$ cat config.mk
export PLATFORM = sky130hd
export DESIGN_NAME = rc4_encrypt_core
export DESIGN_NICKNAME = d
export VERILOG_FILES = /design/src/rtl/rc4_pkg.sv /design/src/rtl/rc4_swap_seq.sv /design/src/rtl/rc4_encrypt_core.sv
export SDC_FILE = /design/constraint.sdc
export NUM_CORES = 1
export LEC_CHECK = 0
export ABC_CLOCK_PERIOD_IN_PS = 11800
export BUFFER_PORTS_ARGS = -buffer_cell sky130_fd_sc_hd__buf_4
export CAP_MARGIN = 5
export CORE_ASPECT_RATIO = 1.2
export CORE_MARGIN = 2
export CORE_UTILIZATION = 63
export DETAILED_ROUTE_END_ITERATION = 8
export GPL_ROUTABILITY_DRIVEN = 0
export MAX_ROUTING_LAYER = met4
export PLACE_DENSITY = 0.9
export SETUP_SLACK_MARGIN = 0.4
export SLEW_MARGIN = 20
export SYNTH_ARGS = -nofsm -noshare
export SYNTH_HDL_FRONTEND = slang
export SYNTH_SLANG_ARGS = --single-unit
$ cat constraint.sdc
create_clock -name clk -period 11.8 [get_ports clk]
set_input_delay 2.36 -clock clk [delete_from_list [all_inputs] [get_ports clk]]
set_output_delay 2.36 -clock clk [all_outputs]
set_load 0.02 [all_outputs]
$ cat src/rtl/rc4_pkg.sv
// Shared types and helpers for the RC4 encryptor: top-level and swap-sequencer
// state encodings, table/key sizes and key-byte selection.
package rc4_pkg;

    localparam int unsigned S_SIZE    = 256;
    localparam int unsigned KEY_BYTES = 3;

    typedef enum logic [2:0] {
        IDLE,
        INIT,
        KSA_SWAP,
        PRGA_SWAP,
        PRGA_RD_F,
        PRGA_CAP_F,
        PRGA_WR_CT,
        DONE
    } state_t;

    typedef enum logic [2:0] {
        SW_IDLE,
        SW_RD_I,
        SW_CAP_I,
        SW_RD_J,
        SW_CAP_J,
        SW_WR_I,
        SW_WR_J
    } swap_state_t;

    // byte0 is the most significant byte of the 24-bit key
    function automatic logic [7:0] key_byte(input logic [23:0] key, input logic [1:0] idx);
        case (idx)
            2'd0:    return key[23:16];
            2'd1:    return key[15:8];
            default: return key[7:0];
        endcase
    endfunction

    function automatic logic [1:0] next_key_idx(input logic [1:0] idx);
        return (idx == 2'(KEY_BYTES - 1)) ? 2'd0 : idx + 2'd1;
    endfunction

endpackage

$ cat src/rtl/rc4_swap_seq.sv
// Read-i / read-j / write-i / write-j swap sequencer shared by KSA and PRGA.
// Emits next-cycle S-port requests so the top can register the memory port.
module rc4_swap_seq
    import rc4_pkg::*;
(
    input  logic       clk,
    input  logic       reset,
    input  logic       go,
    input  logic       abort,
    input  logic       j_clr,
    input  logic [7:0] i_in,
    input  logic [7:0] inc,
    input  logic [7:0] s_q,
    output logic       ready,
    output logic       req_valid,
    output logic       req_wren,
    output logic       req_rden,
    output logic [7:0] req_addr,
    output logic [7:0] req_data,
    output logic [7:0] si,
    output logic [7:0] sj
);

    swap_state_t st, st_next;
    logic [7:0]  i_q, inc_q, j_q;
    logic        accept;

    always_comb begin
        ready   = (st == SW_WR_J);
        accept  = go && !abort && ((st == SW_IDLE) || (st == SW_WR_J));
        st_next = st;
        case (st)
            SW_IDLE:  st_next = accept ? SW_RD_I : SW_IDLE;
            SW_RD_I:  st_next = SW_CAP_I;
            SW_CAP_I: st_next = SW_RD_J;
            SW_RD_J:  st_next = SW_CAP_J;
            SW_CAP_J: st_next = SW_WR_I;
            SW_WR_I:  st_next = SW_WR_J;
            SW_WR_J:  st_next = accept ? SW_RD_I : SW_IDLE;
            default:  st_next = SW_IDLE;
        endcase
        if (abort) begin
            st_next = SW_IDLE;
        end

        // request describes the port operation of the state being entered
        req_valid = (st_next != SW_IDLE);
        req_wren  = 1'b0;
        req_rden  = 1'b0;
        req_addr  = '0;
        req_data  = '0;
        case (st_next)
            SW_RD_I: begin
                req_addr = i_in;
                req_rden = 1'b1;
            end
            SW_RD_J: begin
                req_addr = j_q + s_q + inc_q;
                req_rden = 1'b1;
            end
            SW_WR_I: begin
                req_addr = i_q;
                req_data = s_q;
                req_wren = 1'b1;
            end
            SW_WR_J: begin
                req_addr = j_q;
                req_data = si;
                req_wren = 1'b1;
            end
            default: ;
        endcase
    end

    always_ff @(posedge clk or posedge reset) begin
        if (reset) begin
            st    <= SW_IDLE;
            i_q   <= '0;
            inc_q <= '0;
            j_q   <= '0;
            si    <= '0;
            sj    <= '0;
        end else begin
            st <= st_next;
            if (accept) begin
                i_q   <= i_in;
                inc_q <= inc;
            end
            if (j_clr) begin
                j_q <= '0;
            end else if (st == SW_CAP_I) begin
                j_q <= j_q + s_q + inc_q;
            end
            if (st == SW_CAP_I) begin
                si <= s_q;
            end
            if (st == SW_CAP_J) begin
                sj <= s_q;
            end
        end
    end

endmodule

$ cat src/rtl/rc4_encrypt_core.sv
// RC4 encryptor: S init, key schedule and keystream XOR over a plaintext image,
// driving external S, plaintext and ciphertext memories through registered ports.
module rc4_encrypt_core
    import rc4_pkg::*;
#(
    parameter int MSG_LEN = 32,
    parameter int AW      = 5
) (
    input  logic          clk,
    input  logic          reset,
    input  logic          start,
    input  logic          stop,
    input  logic [23:0]   secret_key,
    output logic          busy,
    output logic          done,
    output logic [7:0]    s_address,
    output logic [7:0]    s_data,
    output logic          s_wren,
    output logic          s_rden,
    input  logic [7:0]    s_q,
    output logic [AW-1:0] pt_address,
    output logic          pt_rden,
    input  logic [7:0]    pt_q,
    output logic [AW-1:0] ct_address,
    output logic [7:0]    ct_data,
    output logic          ct_wren
);

    localparam logic [AW-1:0] K_LAST = AW'(MSG_LEN - 1);

    state_t        state, state_next;
    logic [23:0]   key_q, key_d;
    logic [7:0]    i, i_d;
    logic [AW-1:0] k, k_d;
    logic [1:0]    kidx, kidx_d;
    logic          ksa_last, ksa_last_d;

    logic          seq_go, seq_abort, seq_j_clr, seq_ready;
    logic [7:0]    seq_i, seq_inc, seq_si, seq_sj;
    logic          seq_req_valid, seq_req_wren, seq_req_rden;
    logic [7:0]    seq_req_addr, seq_req_data;

    logic [7:0]    t_s_addr, t_s_data;
    logic          t_s_wren, t_s_rden;
    logic [AW-1:0] t_pt_addr, t_ct_addr;
    logic          t_pt_rden, t_ct_wren;
    logic [7:0]    t_ct_data;

    rc4_swap_seq u_swap (
        .clk       (clk),
        .reset     (reset),
        .go        (seq_go),
        .abort     (seq_abort),
        .j_clr     (seq_j_clr),
        .i_in      (seq_i),
        .inc       (seq_inc),
        .s_q       (s_q),
        .ready     (seq_ready),
        .req_valid (seq_req_valid),
        .req_wren  (seq_req_wren),
        .req_rden  (seq_req_rden),
        .req_addr  (seq_req_addr),
        .req_data  (seq_req_data),
        .si        (seq_si),
        .sj        (seq_sj)
    );

    always_comb begin
        state_next = state;
        key_d      = key_q;
        i_d        = i;
        k_d        = k;
        kidx_d     = kidx;
        ksa_last_d = ksa_last;
        seq_go     = 1'b0;
        seq_abort  = 1'b0;
        seq_j_clr  = 1'b0;
        seq_i      = i;
        seq_inc    = '0;
        t_s_addr   = '0;
        t_s_data   = '0;
        t_s_wren   = 1'b0;
        t_s_rden   = 1'b0;
        t_pt_addr  = '0;
        t_pt_rden  = 1'b0;
        t_ct_addr  = '0;
        t_ct_data  = '0;
        t_ct_wren  = 1'b0;

        case (state)
            IDLE: begin
                if (start) begin
                    state_next = INIT;
                    key_d      = secret_key;
                    i_d        = '0;
                    k_d        = '0;
                    kidx_d     = '0;
                    ksa_last_d = 1'b0;
                    seq_j_clr  = 1'b1;
                    t_s_wren   = 1'b1;
                end
            end
            INIT: begin
                // the final INIT cycle hands the port to the first KSA swap
                if (i == 8'(S_SIZE - 1)) begin
                    seq_go     = 1'b1;
                    seq_i      = '0;
                    seq_inc    = key_byte(key_q, kidx);
                    i_d        = 8'd1;
                    kidx_d     = next_key_idx(kidx);
                    state_next = KSA_SWAP;
                end else begin
                    i_d      = i + 8'd1;
                    t_s_addr = i + 8'd1;
                    t_s_data = i + 8'd1;
                    t_s_wren = 1'b1;
                end
            end
            KSA_SWAP: begin
                if (seq_ready) begin
                    seq_go = 1'b1;
                    if (!ksa_last) begin
                        seq_i      = i;
                        seq_inc    = key_byte(key_q, kidx);
                        i_d        = i + 8'd1;
                        kidx_d     = next_key_idx(kidx);
                        ksa_last_d = (i == 8'(S_SIZE - 1));
                    end else begin
                        seq_i      = 8'd1;
                        seq_j_clr  = 1'b1;
                        i_d        = 8'd1;
                        state_next = PRGA_SWAP;
                    end
                end
            end
            PRGA_SWAP: begin
                if (seq_ready) begin
                    state_next = PRGA_RD_F;
                    t_s_addr   = seq_si + seq_sj;
                    t_s_rden   = 1'b1;
                    t_pt_addr  = k;
                    t_pt_rden  = 1'b1;
                end
            end
            PRGA_RD_F: state_next = PRGA_CAP_F;
            PRGA_CAP_F: begin
                state_next = PRGA_WR_CT;
                t_ct_addr  = k;
                t_ct_data  = s_q ^ pt_q;
                t_ct_wren  = 1'b1;
            end
            PRGA_WR_CT: begin
                if (k == K_LAST) begin
                    state_next = DONE;
                end else begin
                    seq_go     = 1'b1;
                    seq_i      = i + 8'd1;
                    i_d        = i + 8'd1;
                    k_d        = k + 1'b1;
                    state_next = PRGA_SWAP;
                end
            end
            DONE:    state_next = IDLE;
            default: state_next = IDLE;
        endcase

        if (stop && (state != IDLE)) begin
            state_next = IDLE;
            seq_abort  = 1'b1;
            seq_go     = 1'b0;
            seq_j_clr  = 1'b0;
            t_s_addr   = '0;
            t_s_data   = '0;
            t_s_wren   = 1'b0;
            t_s_rden   = 1'b0;
            t_pt_addr  = '0;
            t_pt_rden  = 1'b0;
            t_ct_addr  = '0;
            t_ct_data  = '0;
            t_ct_wren  = 1'b0;
        end
    end

    always_ff @(posedge clk or posedge reset) begin
        if (reset) begin
            state      <= IDLE;
            key_q      <= '0;
            i          <= '0;
            k          <= '0;
            kidx       <= '0;
            ksa_last   <= 1'b0;
            busy       <= 1'b0;
            done       <= 1'b0;
            s_address  <= '0;
            s_data     <= '0;
            s_wren     <= 1'b0;
            s_rden     <= 1'b0;
            pt_address <= '0;
            pt_rden    <= 1'b0;
            ct_address <= '0;
            ct_data    <= '0;
            ct_wren    <= 1'b0;
        end else begin
            state      <= state_next;
            key_q      <= key_d;
            i          <= i_d;
            k          <= k_d;
            kidx       <= kidx_d;
            ksa_last   <= ksa_last_d;
            busy       <= (state_next != IDLE) && (state_next != DONE);
            done       <= (state_next == DONE);
            s_address  <= seq_req_valid ? seq_req_addr : t_s_addr;
            s_data     <= seq_req_valid ? seq_req_data : t_s_data;
            s_wren     <= seq_req_valid ? seq_req_wren : t_s_wren;
            s_rden     <= seq_req_valid ? seq_req_rden : t_s_rden;
            pt_address <= t_pt_addr;
            pt_rden    <= t_pt_rden;
            ct_address <= t_ct_addr;
            ct_data    <= t_ct_data;
            ct_wren    <= t_ct_wren;
        end
    end

endmodule

==> results.sh <==
export IMPL_status="completed"
export IMPL_cts_max_path_buffers=2
export IMPL_synth_async_sr_flop_share_pct=100
export IMPL_ys_ff_latch=126
export IMPL_crit_required_ps=12120
export IMPL_routed_via_density=6.51
export IMPL_maxSlewViolCount=0
export IMPL_seq_area_frac_synth_pct=47.4
export IMPL_grt_max_degree=88
export IMPL_cts_sinks=126
export IMPL_clockRootBuffer="clkbuf_16"
export IMPL_cp_start_kind="primary input"
export IMPL_post_route_period_util_pct=36.1
export IMPL_dieWidth_um=97.8
export IMPL_worst_setup_path_end_kind="flop"
export IMPL_synth_edf_count=0
export IMPL_worstSetupPathType="in -> reg"
export IMPL_r2r_end="s_data[3]$_DFF_PP0_"
export IMPL_slowest_delay_ps=500
export IMPL_antenna_found_initial=0
export IMPL_synthCells=656
export IMPL_mappedNetlistArea_sq_mm=0.00665
export IMPL_clk_pin_slew_ps=50
export IMPL_syn_avg_cell_area_sq_um=10.1
export IMPL_drt_iter0_drc=749
export IMPL_grt_overflow=0
export IMPL_vias=5633
export IMPL_setup_violations=0
export IMPL_vdd_drop_max_uv=124
export IMPL_whs_path_depth=1
export IMPL_diodes=0
export IMPL_final_util_pct=75.7
export IMPL_hold_viol=0
export IMPL_maxSlewHeadroom_pct=34.8
export IMPL_worst_pin_slew_ps=978
export IMPL_timing_fmax_mhz=235
export IMPL_r2r_cells=8
export IMPL_htreeDepth=4
export IMPL_cts_tree="yes"
export IMPL_grt_pass1_vias=5637
export IMPL_rsz0062_at_grt="false"
export IMPL_setup_tns_ps=0
export IMPL_synth_top_area_share_pct=47.4
export IMPL_p_total_mw=1.71
export IMPL_dieArea_sq_mm=0.0114
export IMPL_worstPathArrival_ps=4580
export IMPL_cts_resized_gates=0
export IMPL_core_area_sq_mm=0.0104
export IMPL_worstPathMaxFanout=5
export IMPL_dpl_hpwl_um=12100
export IMPL_synth_area_leaders="dfrtp_1 47%, mux2_2 5.4%, nand2_1 3.8%, a21oi_1 3.4%, nor2_1 3.3%"
export IMPL_synth_cell_types=68
export IMPL_rr_startpoint="k[0]$_DFFE_PP0P_"
export IMPL_path_cells="buf_4 -> fa_1 -> ha_1 -> fa_1 -> a21oi_1 -> nor2b_1 -> o21ai_0 -> a21oi_1 -> xnor2_1 -> a211oi_1"
export IMPL_synth_area_leader_cell="dfrtp_1"
export IMPL_wl_um=17700
export IMPL_synth_warning_count=0
export IMPL_ys_flop_type="dfrtp_1"
export IMPL_track_usage_pct=33.7
export IMPL_io_pins=84
export IMPL_ant_nets=0
export IMPL_final_nets=793
export IMPL_p_per_area_mw_per_mm2=218
export IMPL_firstDrtPassIters=7
export IMPL_cts_setup_buffers=0
export IMPL_initial_utilization_pct=63.8
export IMPL_layout_drive_gt1_share_pct=22.6
export IMPL_port_buffers=83
export IMPL_worst_path_buf_inv=1
export IMPL_reg2reg_slack_ps=8420
export IMPL_synth_nets=725
export IMPL_cp_top_family="adder cells"
export IMPL_grt_pass1_wl_um=29000
export IMPL_drc=0
export IMPL_min_from="u_swap.i_q[6]$_DFFE_PP0P_"
export IMPL_ctsHoldBuffers=0
export IMPL_power_leakage_nw=3.72
export IMPL_finalClockSkew_ps=10.1
export IMPL_final_min_clock_period_ps=4260
export IMPL_insertion_delay_ps=430
export IMPL_cap_violations=0
export IMPL_die_y_um=117
export IMPL_numCtsBuffers=17
export IMPL_hold_path_endpoint="u_swap.i_q[6]$_DFFE_PP0P_"
export IMPL_syn2layout_area_growth_pct=18.5
export IMPL_wl_per_cell_um=20.4
export IMPL_slowest_stage="fa_1"
export IMPL_min_path_type="reg -> reg"
export IMPL_row_count=41
==> cell families after synthesis <==
group | count (synthesis) | synth area share (%)
simple gates | 210 | 15.6
fa+ha+maj | 25 | 5.72
compound gates | 164 | 15.9
xor+xnor | 30 | 3.95
buf+inv | 53 | 3.52
mux | 48 | 7.83
flops | 126 | 47.4
==> routing by layer <==
metal,share of wire (%),global-route usage [%],vias to the layer above
met5,0,-,-
met4,5.3,19.4,0
met3,8.4,8.32,104
met2,49,53.3,351
met1,37,39.7,2709
li1,-,-,2469
==> worst max path at each step <==
stage / start / endpoint / slack [ps] / cells past startpoint
floorplan: reset / busy$_DFF_PP0_ / 6080 / 1
global placement: s_q[2] / s_address[6]$_DFF_PP0_ / 7170 / 9
detailed placement: s_q[2] / s_address[6]$_DFF_PP0_ / 7100 / 9
CTS: s_q[1] / s_address[7]$_DFF_PP0_ / 7560 / 10
global route: s_q[2] / s_address[6]$_DFF_PP0_ / 7410 / 9
finish: s_q[1] / u_swap.j_q[7]$_DFFE_PP0P_ / 7540 / 10
==> placed cells by master (no fill, tap or decap), types with 4 or more instances in the layout <==
cell type	instances
nand2b_1	9
a21oi_1	45
nand2_1	67
clkbuf_16	17
o32ai_1	4
a21o_1	8
a211oi_1	7
o22ai_1	6
nor3_1	6
and2_1	6
clkinvlp_4	4
inv_1	15
a22oi_1	6
mux2_2	32
fa_1	9
xor2_1	8
o21ai_0	41
and3_1	9
dfrtp_1	126
ha_1	16
xnor2_1	22
mux2i_1	16
o21bai_1	4
a31oi_1	10
nor2_1	58
buf_4	85
nor2b_1	4
nand3_1	18
nand3b_1	6
==> report_power, final <==
| group | internal (mW) | switching [mW] |
|---|---|---|
| Sequential | 0.531 | 0.109 |
| Clock | 0.329 | 0.190 |
| Combinational | 0.245 | 0.311 |
==> Yosys cell counts, types with 7 or more instances <==
| library cell | instances |
|---|---|
| nand2b_1 | 9 |
| dfrtp_1 | 126 |
| mux2_2 | 32 |
| inv_1 | 16 |
| a21o_1 | 8 |
| mux2i_1 | 16 |
| nand3_1 | 18 |
| o21ai_0 | 41 |
| xnor2_1 | 22 |
| a211oi_1 | 7 |
| ha_1 | 16 |
| buf_2 | 21 |
| fa_1 | 9 |
| nand2_1 | 67 |
| xor2_1 | 8 |
| clkbuf_1 | 12 |
| nor2_1 | 58 |
| a31oi_1 | 10 |
| and3_1 | 9 |
| a21oi_1 | 45 |
==> area by class of cell <==
type	count	area, sq um
Inverter	16	62.6
Timing Repair Buffer	86	649
Tap cell	129	161
Sequential cell	126	3150
Clock inverter	11	144
Clock buffer	20	437
Fill cell	664	2530
Multi-Input combinational cell	477	3270
==> sequential cells by signal, indices dropped and copies added, names as in the netlist, 2 cells and up <==
name          flops
s_address         8
s_data            8
pt_address        5
i                 8
state             3
u_swap.i_q        8
u_swap.inc_q      8
kidx              2
key_q            24
u_swap.st         3
ct_data           8
ct_address        5
u_swap.j_q        8
k                 5
u_swap.sj         8
u_swap.si         8
==> worst register-to-register path, stage by stage (launching register included) <==
cell      delay [ps]
dfrtp_1          420
ha_1             190
and3_1           180
ha_1             400
nand2b_1         390
a31o_1           860
nand3_1          400
nor3_1           300
a221o_1          160
==> stage by stage <==
stage          hold WS (ps)  instances  worst slack (ps)  area (sq um)
4_1_cts                 478        865              7560          7880
3_3_place_gp            458        834              7170          7290
2_1_floorplan           445        656              6080          6650
3_5_place_dp            466        834              7100          7290
5_1_grt                 488        865              7410          7880
6_report                474        865              7540          7880
(Power assumes the default switching activity.)
